`config.mk`:
```
export PLATFORM = sky130hd
export DESIGN_NAME = fetch_pc
export DESIGN_NICKNAME = d
export VERILOG_FILES = /design/src/rtl/fetch_pc.sv
export SDC_FILE = /design/constraint.sdc
export NUM_CORES = 1
export LEC_CHECK = 0
export CAP_MARGIN = 40
export CORE_ASPECT_RATIO = 0.8
export CORE_MARGIN = 2
export CORE_UTILIZATION = 30
export CTS_BUF_LIST = sky130_fd_sc_hd__clkbuf_16
export DETAILED_ROUTE_END_ITERATION = 8
export HOLD_SLACK_MARGIN = 0.06
export PLACE_DENSITY_LB_ADDON = 0.1
export RECOVER_POWER = 100
export SLEW_MARGIN = 20
export SYNTH_ARGS = -nofsm -noshare
export SYNTH_HDL_FRONTEND = slang
export SYNTH_SLANG_ARGS = --single-unit
```
`constraint.sdc`:
```
create_clock -name clk -period 2 [get_ports clk]
set_clock_uncertainty 0.15 [all_clocks]
set_input_delay 0.2 -clock clk [delete_from_list [all_inputs] [get_ports clk]]
set_output_delay 0.2 -clock clk [all_outputs]
set_load 0.02 [all_outputs]
```
`src/rtl/fetch_pc.sv`:
```
// Instruction fetch sequencer: PC register, single-outstanding imem read, decode handshake.
// Optional return-address stack compiled in with FETCH_RAS_EN.
module fetch_pc #(
   parameter logic [7:0]  RESET_PC  = 8'h00,
   parameter int unsigned RAS_DEPTH = 4
) (
   input  logic        clk,
   input  logic        rst_n,
   input  logic [7:0]  next_pc,
   output logic [7:0]  pc,
   output logic        imem_req,
   output logic [7:0]  imem_addr,
   input  logic        imem_ack,
   input  logic [15:0] imem_rdata,
   output logic [15:0] instr,
   output logic        instr_valid,
   input  logic        instr_ready,
   input  logic        flush,
   input  logic [7:0]  flush_pc,
   input  logic        call,
   input  logic        ret,
   output logic        ras_underflow
);

   typedef enum logic [1:0] {StIdle, StReq, StHold} state_e;

   state_e      state_q, state_d;
   logic [7:0]  pc_q, pc_d;
   logic [15:0] instr_q, instr_d;
   logic        valid_q, valid_d;
   logic        underflow_q, underflow_d;

`ifdef FETCH_RAS_EN
   localparam int unsigned PW = (RAS_DEPTH > 1) ? $clog2(RAS_DEPTH) : 1;
   localparam int unsigned CW = $clog2(RAS_DEPTH + 1);
   localparam logic [PW-1:0] LAST_IDX = PW'(RAS_DEPTH - 1);
   localparam logic [CW-1:0] FULL_CNT = CW'(RAS_DEPTH);

   logic [7:0]    ras_mem [RAS_DEPTH];
   logic [PW-1:0] wr_ptr_q, top_idx, next_wr;
   logic [CW-1:0] cnt_q;
   logic          push, pop;

   // wr_ptr points at the slot the next push writes; top of stack sits just below it
   assign top_idx = (wr_ptr_q == '0) ? LAST_IDX : wr_ptr_q - 1'b1;
   assign next_wr = (wr_ptr_q == LAST_IDX) ? '0 : wr_ptr_q + 1'b1;
`else
   logic unused_ras;
   assign unused_ras = call ^ ret ^ (RAS_DEPTH == 0);
`endif

   always_comb begin
      state_d     = state_q;
      pc_d        = pc_q;
      instr_d     = instr_q;
      valid_d     = valid_q;
      underflow_d = 1'b0;
`ifdef FETCH_RAS_EN
      push        = 1'b0;
      pop         = 1'b0;
`endif
      if (flush) begin
         state_d = StReq;
         pc_d    = flush_pc;
         valid_d = 1'b0;
      end else begin
         case (state_q)
            StIdle: state_d = StReq;
            StReq: begin
               if (imem_ack) begin
                  instr_d = imem_rdata;
                  valid_d = 1'b1;
                  state_d = StHold;
               end
            end
            StHold: begin
               if (valid_q && instr_ready) begin
                  valid_d = 1'b0;
                  state_d = StReq;
                  pc_d    = next_pc;
`ifdef FETCH_RAS_EN
                  // ret wins over call when both are set
                  if (ret) begin
                     if (cnt_q != '0) begin
                        pc_d = ras_mem[top_idx];
                        pop  = 1'b1;
                     end else begin
                        underflow_d = 1'b1;
                     end
                  end else if (call) begin
                     push = 1'b1;
                  end
`endif
               end
            end
            default: state_d = StIdle;
         endcase
      end
   end

   always_ff @(posedge clk) begin
      if (!rst_n) begin
         state_q     <= StIdle;
         pc_q        <= RESET_PC;
         instr_q     <= 16'h0000;
         valid_q     <= 1'b0;
         underflow_q <= 1'b0;
      end else begin
         state_q     <= state_d;
         pc_q        <= pc_d;
         instr_q     <= instr_d;
         valid_q     <= valid_d;
         underflow_q <= underflow_d;
      end
   end

`ifdef FETCH_RAS_EN
   always_ff @(posedge clk) begin
      if (!rst_n) begin
         wr_ptr_q <= '0;
         cnt_q    <= '0;
      end else if (push) begin
         wr_ptr_q <= next_wr;
         if (cnt_q != FULL_CNT) cnt_q <= cnt_q + 1'b1;
      end else if (pop) begin
         wr_ptr_q <= top_idx;
         cnt_q    <= cnt_q - 1'b1;
      end
   end

   // Storage needs no reset: validity is tracked by cnt_q
   always_ff @(posedge clk) begin
      if (rst_n && push) ras_mem[wr_ptr_q] <= pc_q + 8'd1;
   end
`endif

   assign pc            = pc_q;
   assign imem_addr     = pc_q;
   assign imem_req      = (state_q == StReq);
   assign instr         = instr_q;
   assign instr_valid   = valid_q;
   assign ras_underflow = underflow_q;

endmodule

```
# Word level (Yosys, flattened, before mapping)
# Index checks and enable logic that the tools add are counted.
[word_totals] word_cells=34 input_bits=39 output_inout_bits=35 register_bits=27
[classes] n_reduce_logical=11 mux=10 bitwise=2 n_eq_ne=6
[ops] op="8-bit two-way mux" count=3
[ops] op="2-bit one-hot mux with 3 select lines" count=1
[ops] op="2-bit AND reduction" count=3
[ops] op="3-bit AND reduction" count=2
[ops] op="2-bit nonzero test" count=3
[ops] op="2-bit two-way mux" count=2
[ops] op="1-bit two-way mux" count=3
[ops] op="3-bit by 1-bit != test with 1-bit output, second input constant" count=1
[ops] op="3-bit != test, second input constant" count=1
[ops] op="2-bit by 1-bit == test with 1-bit output, second input constant" count=1
[ops] op="2-bit == test, second input constant" count=1
[ops] op="2-bit zero test" count=1
[ops] op="2-bit by 1-bit != test with 1-bit output, second input constant" count=1
[ops] op="2-bit != test, second input constant" count=1
[ops] op="1-bit inverter" count=2
[ops] op="1-bit one-hot mux with 2 select lines" count=1
[ops] op="2-bit OR reduction" count=1
[ops] op="1-bit logical AND" count=1

# Longest topological paths before layout
# Gate-level depths: netlist of run 1.
[depth] ltp_word=4 depth_mapped=6 depth_no_buf=3

# Worst setup path before layout of run 1
# OpenSTA, ideal clock, no wires.
[synth_timing] path_type="register to register" start="register valid_q (netlist: instr_valid)" end="register pc_q[0] (netlist: imem_addr[0])" synth_period_minus_slack_ns=1.530 arrival_time_ns=1.264 setup_time_ns=0.116 path_slack_ns=0.470 stages_incl_launch_ff=6 n_path_buf=2 required_ns=1.734 cell_sequence="dfxtp_1 > and4b_1 > buf_6 > or2_1 > buf_6 > o211a_1"
[synth_between] elab_chain_cells=3
[synth_rtl] element="start: declaration" line="30" rtl="logic valid_q, valid_d;"
[synth_rtl] element="start signal: assignment" line="112" rtl="valid_q <= valid_d;"
[synth_rtl] element="1-bit logical AND" line="77" rtl="if (valid_q && instr_ready) begin"
[synth_rtl] element="2-bit nonzero test (no source line)"
[synth_rtl] element="2-bit AND reduction (no source line)"
[synth_rtl] element="end signal: assignment" line="110" rtl="pc_q <= pc_d;"
[synth_rtl] element="end: declaration" line="28" rtl="logic [7:0] pc_q, pc_d;"
# Every way passes these cells.
# A chain may end at the register's enable or synchronous reset.

# Final worst setup path of run 1
[layout_timing] start="register state_q[0]" end="output imem_req"
[layout_between] elab_chain_cells=1
[layout_rtl] element="start: declaration" line="27" rtl="state_e state_q, state_d;"
[layout_rtl] element="start signal: assignment" line="103" rtl="state_q <= StIdle;"
[layout_rtl] element="start signal: assignment" line="109" rtl="state_q <= state_d;"
[layout_rtl] element="2-bit by 1-bit == test with 1-bit output" line="139" rtl="assign imem_req = (state_q == StReq);"
[layout_rtl] element="end: declaration" line="11" rtl="output logic imem_req,"
# Every way passes these cells.

==> summary.md, run 1 <==
| Metric | Value |
|---|---|
| Worst-path cell with the longest stage delay | sky130_fd_sc_hd__clkdlybuf4s50_1 |
| Max-capacitance violation count | 0 |
| Kind of path behind the tightest hold check | reg -> reg |
| Data arrival, critical path | 1.51 ns |
| CTS HTree Levels | 1 |
| Simple-Gate Fraction of Synth Area | roughly 16% |
| Root Driver | sky130_fd_sc_hd__clkbuf_16 |
| Ratio of final minimum period to clock period | between 90 and 100% |
| Synth Register Bits | 27 |
| Total nets after synthesis | about 180 |
| Antenna violations before repair | 0 |
| Power per cell area | 649 nW/um^2 |
| XOR/XNOR share of the synthesized area | 0% |
| Placed cell areas | about 1900 um^2 |
| Static Leak | slightly below 0.9 nW |
| Count of flip-flops with a built-in enable after synthesis | 0 |
| Fraction of final layout cells with drive strength greater than 1 | 5.10% |
| Routed Wire Length | roughly 3100 um |
| Multi-input gate area in the final layout | approximately 560 um^2 |
| Total area of sequential cells | 541 um^2 |
| DR vias | approximately 1.2k |
| Hold Buf Count CTS | 0 |
| Average cell area after synthesis | around 9 um^2 |
| Number of buffers created by CTS | 3 |
| Clock transition at path regs | about 0.060 ns |
| Worst slack, placed | ~0.18 ns |
| Setup bufs post-CTS | 0 |
| Number of I/O pins | 74 |
| Final setup TNS | 0 ns |
| Vias in the first global route | roughly 1.1k |
| Fraction of the yosys area taken by sequential cells | a little over two fifths |
| Area grow syn2layout | 59.6% |
| Number of failing setup endpoints in the final timing report | 0 |
| Maximum single-stage delay on the critical path | 0.61 ns |
| Filler cells | between 300 and 400 |
| Max-slew violation total from the final report | 0 |
| Number of buffers between clock root and the deepest sink | 2 |
| Crit-path cells | nor2b_1 -> clkdlybuf4s50_1 |
| Mux cell area share after synthesis | under 10% |
| Clock tree from TritonCTS | yes |
| Residual antenna-violating net count after detailed routing | 0 |
| Clk Latency, worst-skew pair | about 0.26 ns |
| Synth Area in Adders | 0% |
| Clock sinks | 27 |
| Initial Util | between 30% and 40% |
| HPWL after detailed placement | 2310 um |
| Crit Path Category | reg -> out |
| Die Area | 4680 um^2 |
| Max Fclk | between 500 and 600 MHz |
| Result of the run | finished, final reports clean |
| Design internal power | 0.978 mW |
| Port Buffers | 70 |
| Final period demand of the worst path | roughly 1.9 ns |
| Final-stage net count | between 200 and 250 |
| Share of synthesized registers carrying an async set or reset | 0% |
| Standard cell core area | a little under 4000 um^2 |
| First-pass GRT wire length | a little under 5000 um |
| Largest family of logic cells by synthesized area | compound AO/OA/AOI/OAI gates |
| Crit path capture type | output pin |
| Sw Ratio | around a quarter |
| Routed len/inst | ~12 um |
| Remaining global-route overflow | 0 |
| GRT Util Overall | about an eighth |
| Combinational power share | between 20 and 25% |
| Synth unique cells | 26 |
| Netlist area before placement | around 1200 um^2 |
| Sort of element at the start of the critical path | register |
| Drt pass-1 iters | 4 |
| Setup slack after layout | roughly 0.14 ns |
| Switching pwr | ~0.31 mW |
| GPL Wtd Cong | 0.734 |
| Clock network fraction of total power | 34.9% |
| Sequential fraction of design power | around 45% |
| Antenna cell count | 0 |
| Width of the die | roughly 76 um |
| Pin count of the biggest net entering global routing | 27 |
| Peak fanout along the critical path | 10 |
| Most used flip-flop cell after synthesis | sky130_fd_sc_hd__dfxtp_1 |
| Yosys warning count | 0 |
| Cts repair resizes | 0 |
| Row cnt | 20 |
| Design Area, Final | 1990 um^2 |
| Worst ir drop on vdd | 0.363 mV |
| Final routed DRC violation total | 0 |
| RSZ-0062 raised after global routing | false |
| Worst hold slack after final layout | between 0.3 and 0.4 ns |
| Gate count after technology mapping | between 100 and 150 |
| Compound-Gate Fraction of Synth Area | 22.5% |
| CP required | roughly 1.7 ns |
| Post-detailed-route via-to-cell ratio | about 4.6 |
| Number of violations reported at the end of detailed-routing iteration 0 | 16 |
| Hold violation total from the final report | 0 |
| Chip height | around 60 um |
==> registers in the layout, summed over array words and instances (netlist names) <==
name	flops
instr	16
instr_valid	1
state_q	2
imem_addr	8
==> cells by family (layout without fill, tap and decap cells) <==
kind of cell | after synthesis | in the layout
buf+inv | 21 | 80
mux | 8 | 8
compound gates | 39 | 39
flops | 27 | 27
other cells | 1 | 1
simple gates | 41 | 41
==> cell usage in the layout (no fill, tap or decap), types with 2 or more instances in the layout <==
| cell | count |
|---|---|
| sky130_fd_sc_hd__mux2i_1 | 8 |
| sky130_fd_sc_hd__o211a_1 | 8 |
| sky130_fd_sc_hd__a21boi_1 | 2 |
| sky130_fd_sc_hd__o21ai_0 | 9 |
| sky130_fd_sc_hd__a21oi_1 | 4 |
| sky130_fd_sc_hd__clkbuf_16 | 3 |
| sky130_fd_sc_hd__a21boi_0 | 14 |
| sky130_fd_sc_hd__buf_4 | 3 |
| sky130_fd_sc_hd__nand2_1 | 32 |
| sky130_fd_sc_hd__clkbuf_2 | 2 |
| sky130_fd_sc_hd__dfxtp_1 | 27 |
| sky130_fd_sc_hd__dlygate4sd3_1 | 34 |
| sky130_fd_sc_hd__clkdlybuf4s50_1 | 36 |
==> synth_stat cells (all sizes together) (4+ instances only) <==
master | instances | area share, %
nand2 | 32 | 9.6
dfxtp | 27 | 43
a21boi | 16 | 9.6
buf | 16 | 9.9
o21ai | 9 | 3.6
mux2i | 8 | 6.4
o211a | 8 | 6.4
a21oi | 4 | 1.6
clkbuf | 4 | 1.3
==> worst max-delay path: cells and delay by family (launching register included) <==
kind          cells  cell delay, ns
simple gates      1            0.17
buf+inv           1            0.61
flops             1            0.46
==> routing by layer <==
| layer | track usage (%) | vias to the layer above | share of wire (%) |
|---|---|---|---|
| li1 | - | 576 | - |
| met2 | 23.2 | 29 | 50 |
| met4 | 3.90 | 0 | 0.88 |
| met5 | 0 | - | 0 |
| met1 | 15.8 | 543 | 43 |
| met3 | 4.40 | 4 | 5.5 |
==> path summary, 6_finish.rpt <==
| check | from | endpoint | slack [ns] | cells after the start |
|---|---|---|---|---|
| hold reg to reg | instr[14] | instr[14] | 0.31 | 2 |
| setup reg to reg | state_q[0] | instr[11] | 0.44 | 4 |
| hold / removal | instr[14] | instr[14] | 0.31 | 2 |
| setup / recovery | state_q[0] | imem_req | 0.14 | 2 |
==> metrics by stage <==
step / util (%) / cells / power, mW
2_1_floorplan: - / 137 / 0.731
3_3_place_gp: 49.5 / 247 / 0.865
3_5_place_dp: 49.5 / 247 / 0.871
4_1_cts: 51.5 / 251 / 1.33
5_1_grt: 51.2 / 251 / 1.36
6_report: 51.2 / 251 / 1.29
==> layout make-up <==
type                    instances  share of cell area, %
inverters                       1                  0.189
multi-input cells              89                   28.2
clock buffers                   3                   3.78
repair buffers                 75                   36.9
flip-flops and latches         27                   27.2
clock inverters                 1                  0.252
well taps                      55                   3.46
==> power by group through the flow <==
stage	Combinational [mW]	Sequential, mW	Clock [mW]
CTS	0.277	0.582	0.472
global placement	0.272	0.593	0
floorplan	0.113	0.618	0
finish	0.259	0.580	0.450
detailed placement	0.276	0.595	0
global route	0.279	0.584	0.500
No activity file was read; power rests on OpenSTA's default activity.
==> run 2: changes to the inputs <==
Settings changed: CTS_CLUSTER_SIZE from default to 25.
==> results of run 2 <==
Final layout, timing and power as in run 1 (identical DEF).
==> run 3: changes to the inputs <==
Settings changed: CTS_CLUSTER_SIZE 25 to default.
==> results of run 3 <==
Final layout, timing and power as in run 1 (identical DEF).
